### src/rtl/packet_transmit_buffer.sv
`default_nettype none
// ============================================================================
// Module      : packet_transmit_buffer
// Description : First-word-fall-through packet FIFO feeding the core's input
//               buffer, with occupancy count and sticky over/underflow flags.
// Revision    : 1.0
// ============================================================================
module packet_transmit_buffer #(
    parameter int PACKET_WIDTH = 32,
    parameter int DEPTH        = 16,
    parameter int CW           = $clog2(DEPTH) + 1
) (
    input  logic                    clk,
    input  logic                    rst,
    input  logic [PACKET_WIDTH-1:0] wr_packet,
    input  logic                    wr_valid,
    output logic                    wr_ready,
    output logic [PACKET_WIDTH-1:0] packet,
    output logic                    input_buffer_empty,
    input  logic                    ren,
    output logic [CW-1:0]           count,
    output logic                    overflow_err,
    output logic                    underflow_err,
    input  logic                    clear_err
);

    localparam int AW = $clog2(DEPTH);

    logic [PACKET_WIDTH-1:0] r_mem [DEPTH];
    logic [AW-1:0]           r_wr_ptr;
    logic [AW-1:0]           r_rd_ptr;
    logic [CW-1:0]           r_count;
    logic                    r_overflow_err;
    logic                    r_underflow_err;

    logic w_full;
    logic w_empty;
    logic w_wr_acc;
    logic w_rd_acc;

    // Flags decode straight from the registered count so ren/wr_valid never
    // reach an output combinationally.
    assign w_full   = (r_count == CW'(DEPTH));
    assign w_empty  = (r_count == '0);
    assign w_wr_acc = wr_valid & ~w_full;
    assign w_rd_acc = ren & ~w_empty;

    assign wr_ready           = ~w_full;
    assign input_buffer_empty = w_empty;
    assign count              = r_count;
    assign overflow_err       = r_overflow_err;
    assign underflow_err      = r_underflow_err;
    assign packet             = w_empty ? '0 : r_mem[r_rd_ptr];

    // Storage is not reset; the empty flag masks stale contents.
    always_ff @(posedge clk) begin
        if (!rst && w_wr_acc) begin
            r_mem[r_wr_ptr] <= wr_packet;
        end
    end

    always_ff @(posedge clk) begin
        if (rst) begin
            r_wr_ptr        <= '0;
            r_rd_ptr        <= '0;
            r_count         <= '0;
            r_overflow_err  <= 1'b0;
            r_underflow_err <= 1'b0;
        end else begin
            if (w_wr_acc) begin
                r_wr_ptr <= r_wr_ptr + AW'(1);
            end
            if (w_rd_acc) begin
                r_rd_ptr <= r_rd_ptr + AW'(1);
            end
            if (w_wr_acc && !w_rd_acc) begin
                r_count <= r_count + CW'(1);
            end else if (w_rd_acc && !w_wr_acc) begin
                r_count <= r_count - CW'(1);
            end
            // A fresh error event in the same cycle wins over clear_err.
            r_overflow_err  <= (wr_valid & w_full) | (r_overflow_err & ~clear_err);
            r_underflow_err <= (ren & w_empty) | (r_underflow_err & ~clear_err);
        end
    end

endmodule
`default_nettype wire
### config.mk
export PLATFORM = sky130hd
export DESIGN_NAME = packet_transmit_buffer
export DESIGN_NICKNAME = d
export VERILOG_FILES = /design/src/rtl/packet_transmit_buffer.sv
export SDC_FILE = /design/constraint.sdc
export NUM_CORES = 1
export LEC_CHECK = 0
export CAP_MARGIN = 20
export CELL_PAD_IN_SITES_DETAIL_PLACEMENT = 1
export CELL_PAD_IN_SITES_GLOBAL_PLACEMENT = 2
export CORE_MARGIN = 1
export CORE_UTILIZATION = 29
export DETAILED_ROUTE_END_ITERATION = 6
export PLACE_DENSITY_LB_ADDON = 0.1
export REMOVE_ABC_BUFFERS = 1
export SLEW_MARGIN = 20
export SYNTH_ARGS = -nofsm -noshare
export SYNTH_HDL_FRONTEND = slang
export SYNTH_SLANG_ARGS = --single-unit
### constraint.sdc
create_clock -name clk -period 4 [get_ports clk]
set_input_delay 0.4 -clock clk [delete_from_list [all_inputs] [get_ports clk]]
set_output_delay 0.4 -clock clk [all_outputs]
set_load 0.01 [all_outputs]
* Word level (Yosys, flattened, before mapping)
Memories as Yosys holds them, arrays and structs flattened. A register that Yosys moved wholly into a read port is not among the register bits.
Cells that the tools add are included.
** Word-level totals
- Flip-flop bits (word level) :: 15
- Memories :: 1
- Word-level logic and storage cells :: 37
- Bits in writable memories :: 512
- Input bits :: 37
- Output and inout port bits :: 41
** Memories
- r_mem :: depth 16, bits a word 32, read ports 1, clocked after Yosys merged registers in 1, wr ports 1, line 29 : logic [PACKET_WIDTH-1:0] r_mem [DEPTH];
** Operators by class
- Bitwise operators :: 11
- Add/sub/neg operators :: 4
- Reductions and logical operators :: 8
- Multiplexer cells :: 7
- Eq/ne operators :: 1
** Operators by type and width (count)
- 32-bit 2-to-1 mux :: 1
- 5-bit 2-to-1 mux :: 2
- 4-bit by 1-bit adder with 4-bit output, second input constant :: 2
- 4-bit 2-to-1 mux :: 2
- 1-bit bitwise AND :: 6
- 5-bit by 1-bit adder with 5-bit output, second input constant :: 1
- 5-bit == test, second input constant :: 1
- 5-bit logical NOT :: 1
- 5-bit by 1-bit subtractor with 5-bit output, second input constant :: 1
- 1-bit logical AND :: 3
- 1-bit logical NOT :: 3
- 1-bit NOT :: 3
- 1-bit 2-to-1 mux :: 2
- 1-bit OR :: 2
- 2-bit nonzero test :: 1

* Longest topological paths before layout
Gate-level depths: netlist of the first run.
- Depth in word-level cells :: 7
- Depth in mapped cells :: 10

* Least setup slack after synthesis of the first run
Ideal clock, no wire load.
- Kind :: register to register
- From :: register r_count[0] (netlist: count[0])
- To :: memory r_mem[0][0] (enable)
- Path slack :: 0.963 ns
- Arrival :: 2.616 ns
- Library setup time :: 0.421 ns
- Stages on the path, launching flop included :: 6
- Required time :: 3.579 ns
- Path through :: dfxtp_1 -> nor4_1 -> a21boi_0 -> clkbuf_1 -> nand2_1 -> nor2_1
** On the way
- Cells in the longest elaborated chain, start to end :: 6
** Ends and longest elaborated chain
- start, declared :: line 32 : logic [CW-1:0] r_count;
- start signal, assigned :: line 77 : r_count <= r_count + CW'(1);
- start signal, assigned :: line 79 : r_count <= r_count - CW'(1);
- 5-bit == test :: line 43 : assign w_full = (r_count == CW'(DEPTH));
- 1-bit NOT :: line 45 : assign w_wr_acc = wr_valid & ~w_full;
- 1-bit bitwise AND :: line 45
- via w_wr_acc :: line 38 : logic w_wr_acc;
- 1-bit logical AND :: line 57 : if (!rst && w_wr_acc) begin
- 1-bit 2-to-1 mux :: line 57
- 1-bit 2-to-1 mux (not written as such) :: line 58 : r_mem[r_wr_ptr] <= wr_packet;
- end, declared :: line 29
The timed path passes the listed nets, and every way through them passes these cells.

* Final worst setup path of the first run
- From :: register r_count[0] (netlist: count[0])
- To :: output packet[13]
** On the way
- Cells in the longest elaborated chain, start to end :: 2
** Ends and longest elaborated chain
- 5-bit logical NOT :: line 44 : assign w_empty = (r_count == '0);
- 32-bit 2-to-1 mux :: line 53 : assign packet = w_empty ? '0 : r_mem[r_rd_ptr];
- end, declared :: line 18 : output logic [PACKET_WIDTH-1:0] packet,
No other way between the ends.

==> results, run 1 <==
- In the finished design, the share of the clock period the worst path needs comes to 0.965.
- The iteration count of the initial detailed-routing pass is 6.
- Of the total power, the share spent switching nets is 0.262.
- Of the total power, the clock network draws 0.361.
- The number of sinks on the clock net is 531.
- The mean instance size in the synthesized netlist is around 23 sq um.
- Summed over all nets, the switching power comes to between 4 and 5 mW.
- In the final routed layout, each cell accounts on average for 25.8 microns.
- Traced cell by cell, the critical path runs through or4_1 -> nor2_8 -> nor2_4 -> buf_4 -> a221o_1 -> clkdlybuf4s50_1.
- The repair_antennas step left the layout with diodes totalling 0.
- In the final timing run, aggregate negative setup slack is 0 ns.
- The worst-case clock skew is 0.0177 ns.
- The final-report max-slew violation count came to 0.
- The initial utilization of the core area, before any placement, comes to 0.295.
- Clock tree synthesis inserted a total of between 50 and 60 buffers.
- The slowest stage of the critical path is the or4_1 cell.
- Setup repair after global routing left no endpoint under its margin.
- For this run, the slowest stage of the critical path takes between 0.7 and 0.8 ns.
- Setup slack on the critical path of the routed design comes to about 0.14 ns.
- The design internal power is ~12 mW.
- Using the TritonRoute via totals, the vias-per-cell ratio works out to roughly 4.7.
- STA puts the critical path data required time at 3.60 ns.
- Measured on the finished design, the core utilization comes to 0.357.
- Post-CTS repair changed the size of 0 cells.
- The relative slew slack is 0.387.
- At the later pin of the worst-skew pair, clock insertion delay measures 0.61 ns.
- Timing analysis after detailed placement gives a worst setup slack of 0.591 ns.
- The area added between synthesis and finish is 21.0%.
- The share of the Yosys chip area taken by registers is 0.771.
- The final hold violation count is 0.
- The via count of the first global-routing pass is 10600.
- The pin count of the biggest net entering global routing is 38.
- In this run the deepest clock path goes through 3 buffers.
- After routing the design area is around 25000 sq um.
- The total power is around 16 mW.
- Once placement completed, the tool counted placed cells totaling 1904.
- The area of the placeable core is ~69000 sq um.
- The share of power burned in registers is 0.412.
- The total congestion overflow after global routing is 0.
- In this run the clock root is driven by a clkbuf_16.
- For this run, design rule violations remaining after detail routing come to 0.
- After clock tree synthesis, the clock-pin slew on the worst setup and hold paths is ~0.060 ns.
- The area of placed instances is 22700 sq um.
- The last weighted congestion value of the routability-driven placer is 0.669.
- STA puts the critical path data arrival time at 3.46 ns.
- The top-level port count is 78.
- The total routing usage reported by global routing is 0.149.
- The count of yosys warnings during synthesis is 0.
- The tightest min-delay check is of the input port to flop type.
- During placement, the flow inserted port buffers numbering between 70 and 80.
- The worst hold slack after final layout is roughly 0.42 ns.
- For this run, the number of standard cells in the final layout without fillers is approximately 2000.
- CTS built an H-tree with a depth of 2.
- The final-layout fill cell count is roughly 6700.
- The number of max-cap violations is 0.
- The highest clock frequency the design can meet is 0.259 GHz.
- The first-pass GRT wire length is roughly 76000 microns.
- The via count of the routed design is roughly 9500.
- The count of cell types in the netlist is 39.
- The detail route stage leaves a number of antenna-violating nets equal to 0.
- The areal power density over the cells is 633 nW/um^2.
- The mapped cell area is 20400 sq um.
- After technology mapping, the gate count stands at ~900.
- Setup violations remaining at the end of the flow were counted as 0.
- The endpoint kind of the worst setup timing path is an output pin.
- The dominant delay contributor by cell family on the critical path is simple AND/OR/NAND/NOR gates.
- The worst setup path is launched from a flop.
- The number of setup buffers added after CTS is 1.
- The detailed placement HPWL is 30000 microns.
- The final period demand of the worst path is roughly 3.9 ns.
- The die area is between 70000 and 80000 sq um.
- In this run the static leakage power is ~7.6 nW.
- For the pin with the worst max-slew slack, the measured transition is 0.918 ns.
- The first-iteration detailed-routing DRC count is between 500 and 600.
- Counting flops and latches in the post-synthesis netlist gives between 500 and 600.
- The net count of the finished layout is around 1100.
- The count of standard-cell rows is 96.
- The initial antenna violation count came to 2.
- In this run the worst path has a maximum fanout of 12.
- The number of buffers inserted by hold repair at cts is 0.
- By startpoint and endpoint, the worst setup path is classified as flop to output pin.
- The CTS tree is yes.
- The y dimension of the die is 267 microns.
- The share of total power dissipated in combinational logic is 0.227.
- In the final layout, the share of cells above drive strength 1 is 0.288.
- VDD sags by at most 0.372 mV.
- The routed design has a little over 50000 microns of wire.
- The width of the die is roughly 270 microns.
- The run finished with clean final reports.
- The number of buffer and inverter stages on the critical path is 2.
[logic make-up after synthesis]
logic type | count (synthesis) | synth area share
muxes | 165 | 0.161
buffers and inverters | 52 | 0.0140
and+or+nand+nor | 88 | 0.0231
AOI/OAI and AO/OA | 46 | 0.0212
xor gates and xnor gates | 7 | 0.00300
DFF | 531 | 0.771
adders and majority gates | 10 | 0.00649
[registers in the layout (all words and copies together) (netlist names), named ones only]
name / count
underflow_err: 1
overflow_err: 1
r_mem: 512
r_wr_ptr: 4
count: 5
r_rd_ptr: 4
[worst paths after layout]
kind,depth (start not counted),start,end,slack [ns]
max,6,count[0]$_SDFFE_PP0P_,packet[13],0.14
min,4,clear_err,overflow_err$_SDFF_PP0_,0.42
max reg2reg,9,count[0]$_SDFFE_PP0P_,count[4]$_SDFFE_PP0P_,0.82
min reg2reg,2,overflow_err$_SDFF_PP0_,overflow_err$_SDFF_PP0_,0.50
[routing by layer]
layer | GRT usage | vias up | routed length (microns)
li1 | - | 4086 | -
met1 | 0.215 | 5156 | 24400
met2 | 0.233 | 159 | 24300
met3 | 0.0287 | 62 | 2390
met4 | 0.0337 | 4 | 826
met5 | 0 | - | 26
[worst min-delay path, delay by kind of cell]
kind                   cells  cell delay (ns)
AOI/OAI and AO/OA          1             0.05
and+or+nand+nor            1             0.07
buffers and inverters      2             0.46
[synth_stat cells (all sizes together)]
master	number	share of area
nor4	2	0.00061
mux2i	3	0.0015
edfxtp	512	0.75
and3	5	0.0015
nor3b	1	0.00037
inv	5	0.00092
o211ai	4	0.0021
nand4	1	0.00031
buf	39	0.012
a22oi	1	0.00037
nor2	33	0.0069
xor2	5	0.0021
a211oi	1	0.00037
a21oi	3	0.00073
mux2	34	0.019
a32oi	1	0.00043
or3	2	0.00061
nor2b	33	0.010
mux4	128	0.14
dfxtp	19	0.019
a21o	1	0.00037
a31oi	1	0.00031
or4	1	0.00037
and2b	1	0.00037
nand3	1	0.00024
nor4bb	1	0.00049
a221o	32	0.016
ha	9	0.0055
fa	1	0.00098
clkbuf	8	0.0015
a21boi	1	0.00037
o21ai	1	0.00043
nand2	7	0.0013
xnor2	2	0.00086
[layout by cell type (no fill, tap or decap), drive strengths merged, types with 2 or more instances in the layout]
cell           Yosys  layout
clkdlybuf4s50      0      77
dfxtp             19      19
clkinv             0      14
xnor2              2       2
nor2b             33      33
a221o             32      32
or3                2       2
nor4               2       2
xor2               5       5
and3               5       5
nor2              33      34
mux2i              3       3
buf               39      45
ha                 9       9
mux2              34      34
nand2              7       7
edfxtp           512     512
mux4             128     128
bufinv             0      10
inv                5       7
a21oi              3       3
o211ai             4       4
clkbuf             8      84
[power groups by stage]
stage	Clock [mW]	Sequential [mW]	Combinational [mW]
final	5.66	6.45	3.55
after global routing	6.01	6.48	3.82
after CTS	5.84	6.46	3.67
after detailed placement	0	6.58	3.60
after global placement	0	6.57	3.60
after floorplan	0	6.73	1.97
[area by class of cell]
type / count / area, sq um / share of cell area
sequential: 531 / 15800 / 0.638
multi-input combinational: 317 / 4510 / 0.182
clock buffer: 84 / 1610 / 0.0652
timing repair buffer: 122 / 1260 / 0.0509
tap: 931 / 1160 / 0.0471
clock inverter: 27 / 399 / 0.0161
inverter: 5 / 18.8 / 0.000759
Power figures use the tool's default switching activity.
==> run 2: changes to the inputs <==
HOLD_SLACK_MARGIN = 0.12   (was default)
==> results of run 2 <==
No change in the layout: final DEF, timing and power equal those of run 1.
==> RTL change (config.mk and constraints of run 2) <==
Register the output `count` once more, cleared by the reset; this adds one clock of latency there. The other outputs are not delayed to match. Comments in the files are not updated.
--- a/src/rtl/packet_transmit_buffer.sv
+++ b/src/rtl/packet_transmit_buffer.sv
@@ -49,3 +49,9 @@
     assign input_buffer_empty = w_empty;
-    assign count              = r_count;
+    always_ff @(posedge clk) begin
+        if (rst) begin
+            count <= '0;
+        end else begin
+            count <= r_count;
+        end
+    end
     assign overflow_err       = r_overflow_err;
Formal check against the unedited RTL: not equivalent (Yosys sat finds a counterexample within 4 cycles, from zero or initial values and one cycle with rst high).
==> RTL change against run 2 <==
  * Count of clock-buffer cells in the layout increased by 2
  * Power decreased by 3.5%
  * Synthesized area increased by 0.56%
  * Global-route usage decreased by 0.19 points
  * Non-clock buffer count decreased by 6
  * Sequential cell count increased by 5
  * Via count increased by 0.41%
  * Register-to-register slack improved by 0.17 ns
  * Synthesized cell count increased by 1.0%
  * Wire length decreased by 1.4%
  * Design area decreased by 0.18%
  * Worst setup slack improved by 0.098 ns
  * Combinational power decreased by 2%
  * Largest cell class unchanged
==> RTL change: results <==
[clocking]
cts.sinks = 536
cts_made_buffers = 61

[drt]
vias_per_cell = 4.69
routed-wl-met2_mm = 24.0
top_layer_used = met4

[cells_and_area]
clock_buffers = 86
n_antenna_cell = 1
nMultiInputCombCells = 321
finalInstanceArea_sq_um = 24700
sh_seq_area_pct = 64.3
multi_input_area_share_pct = 18.4

[logic_synthesis]
synthAdderAreaFrac_pct = 0.645
netlist_instances = 908
synth-compound-area-share_pct = 2.11
synthMuxAreaShare_pct = 16.0

[place]
dp_hpwl_mm = 27.9
placed_cells = 1914

[worst_setup_path]
cp.arrival_ns = 3.36
crit_fanout = 32
max_stage_delay_ns = 0.65

[die]
design.core.area_sq_um = 70000

[global_route]
use_met1_pct = 21.0
grt_start_max_net_pins = 55
antenna_found_initial = 0

[run_status]
status = finished clean
[RTL change: changes by cell type in the layout (fill, tap and decap cells not counted), sizes merged]
cell,change
clkinvlp,-1
and2b,-1
dfxtp,+5
diode,+1
nor2b,+5
buf,-6
clkinv,+5
bufinv,-7
clkbuf,+2
[RTL change: path summary, 6_finish.rpt]
| check | startpoint | endpoint | slack [ns] | cells after the start |
|---|---|---|---|---|
| hold reg to reg | overflow_err | overflow_err | 0.51 | 2 |
| setup reg to reg | r_count[0] | r_count[4] | 0.99 | 9 |
| hold / removal | clear_err | overflow_err | 0.44 | 4 |
| setup / recovery | r_count[0] | packet[5] | 0.24 | 6 |
[RTL change: report_power, final]
part / total, mW / internal, mW / switching, mW
combinational: 3.48 / 1.83 / 1.65
clock: 5.17 / 2.99 / 2.19
sequential: 6.46 / 6.30 / 0.164
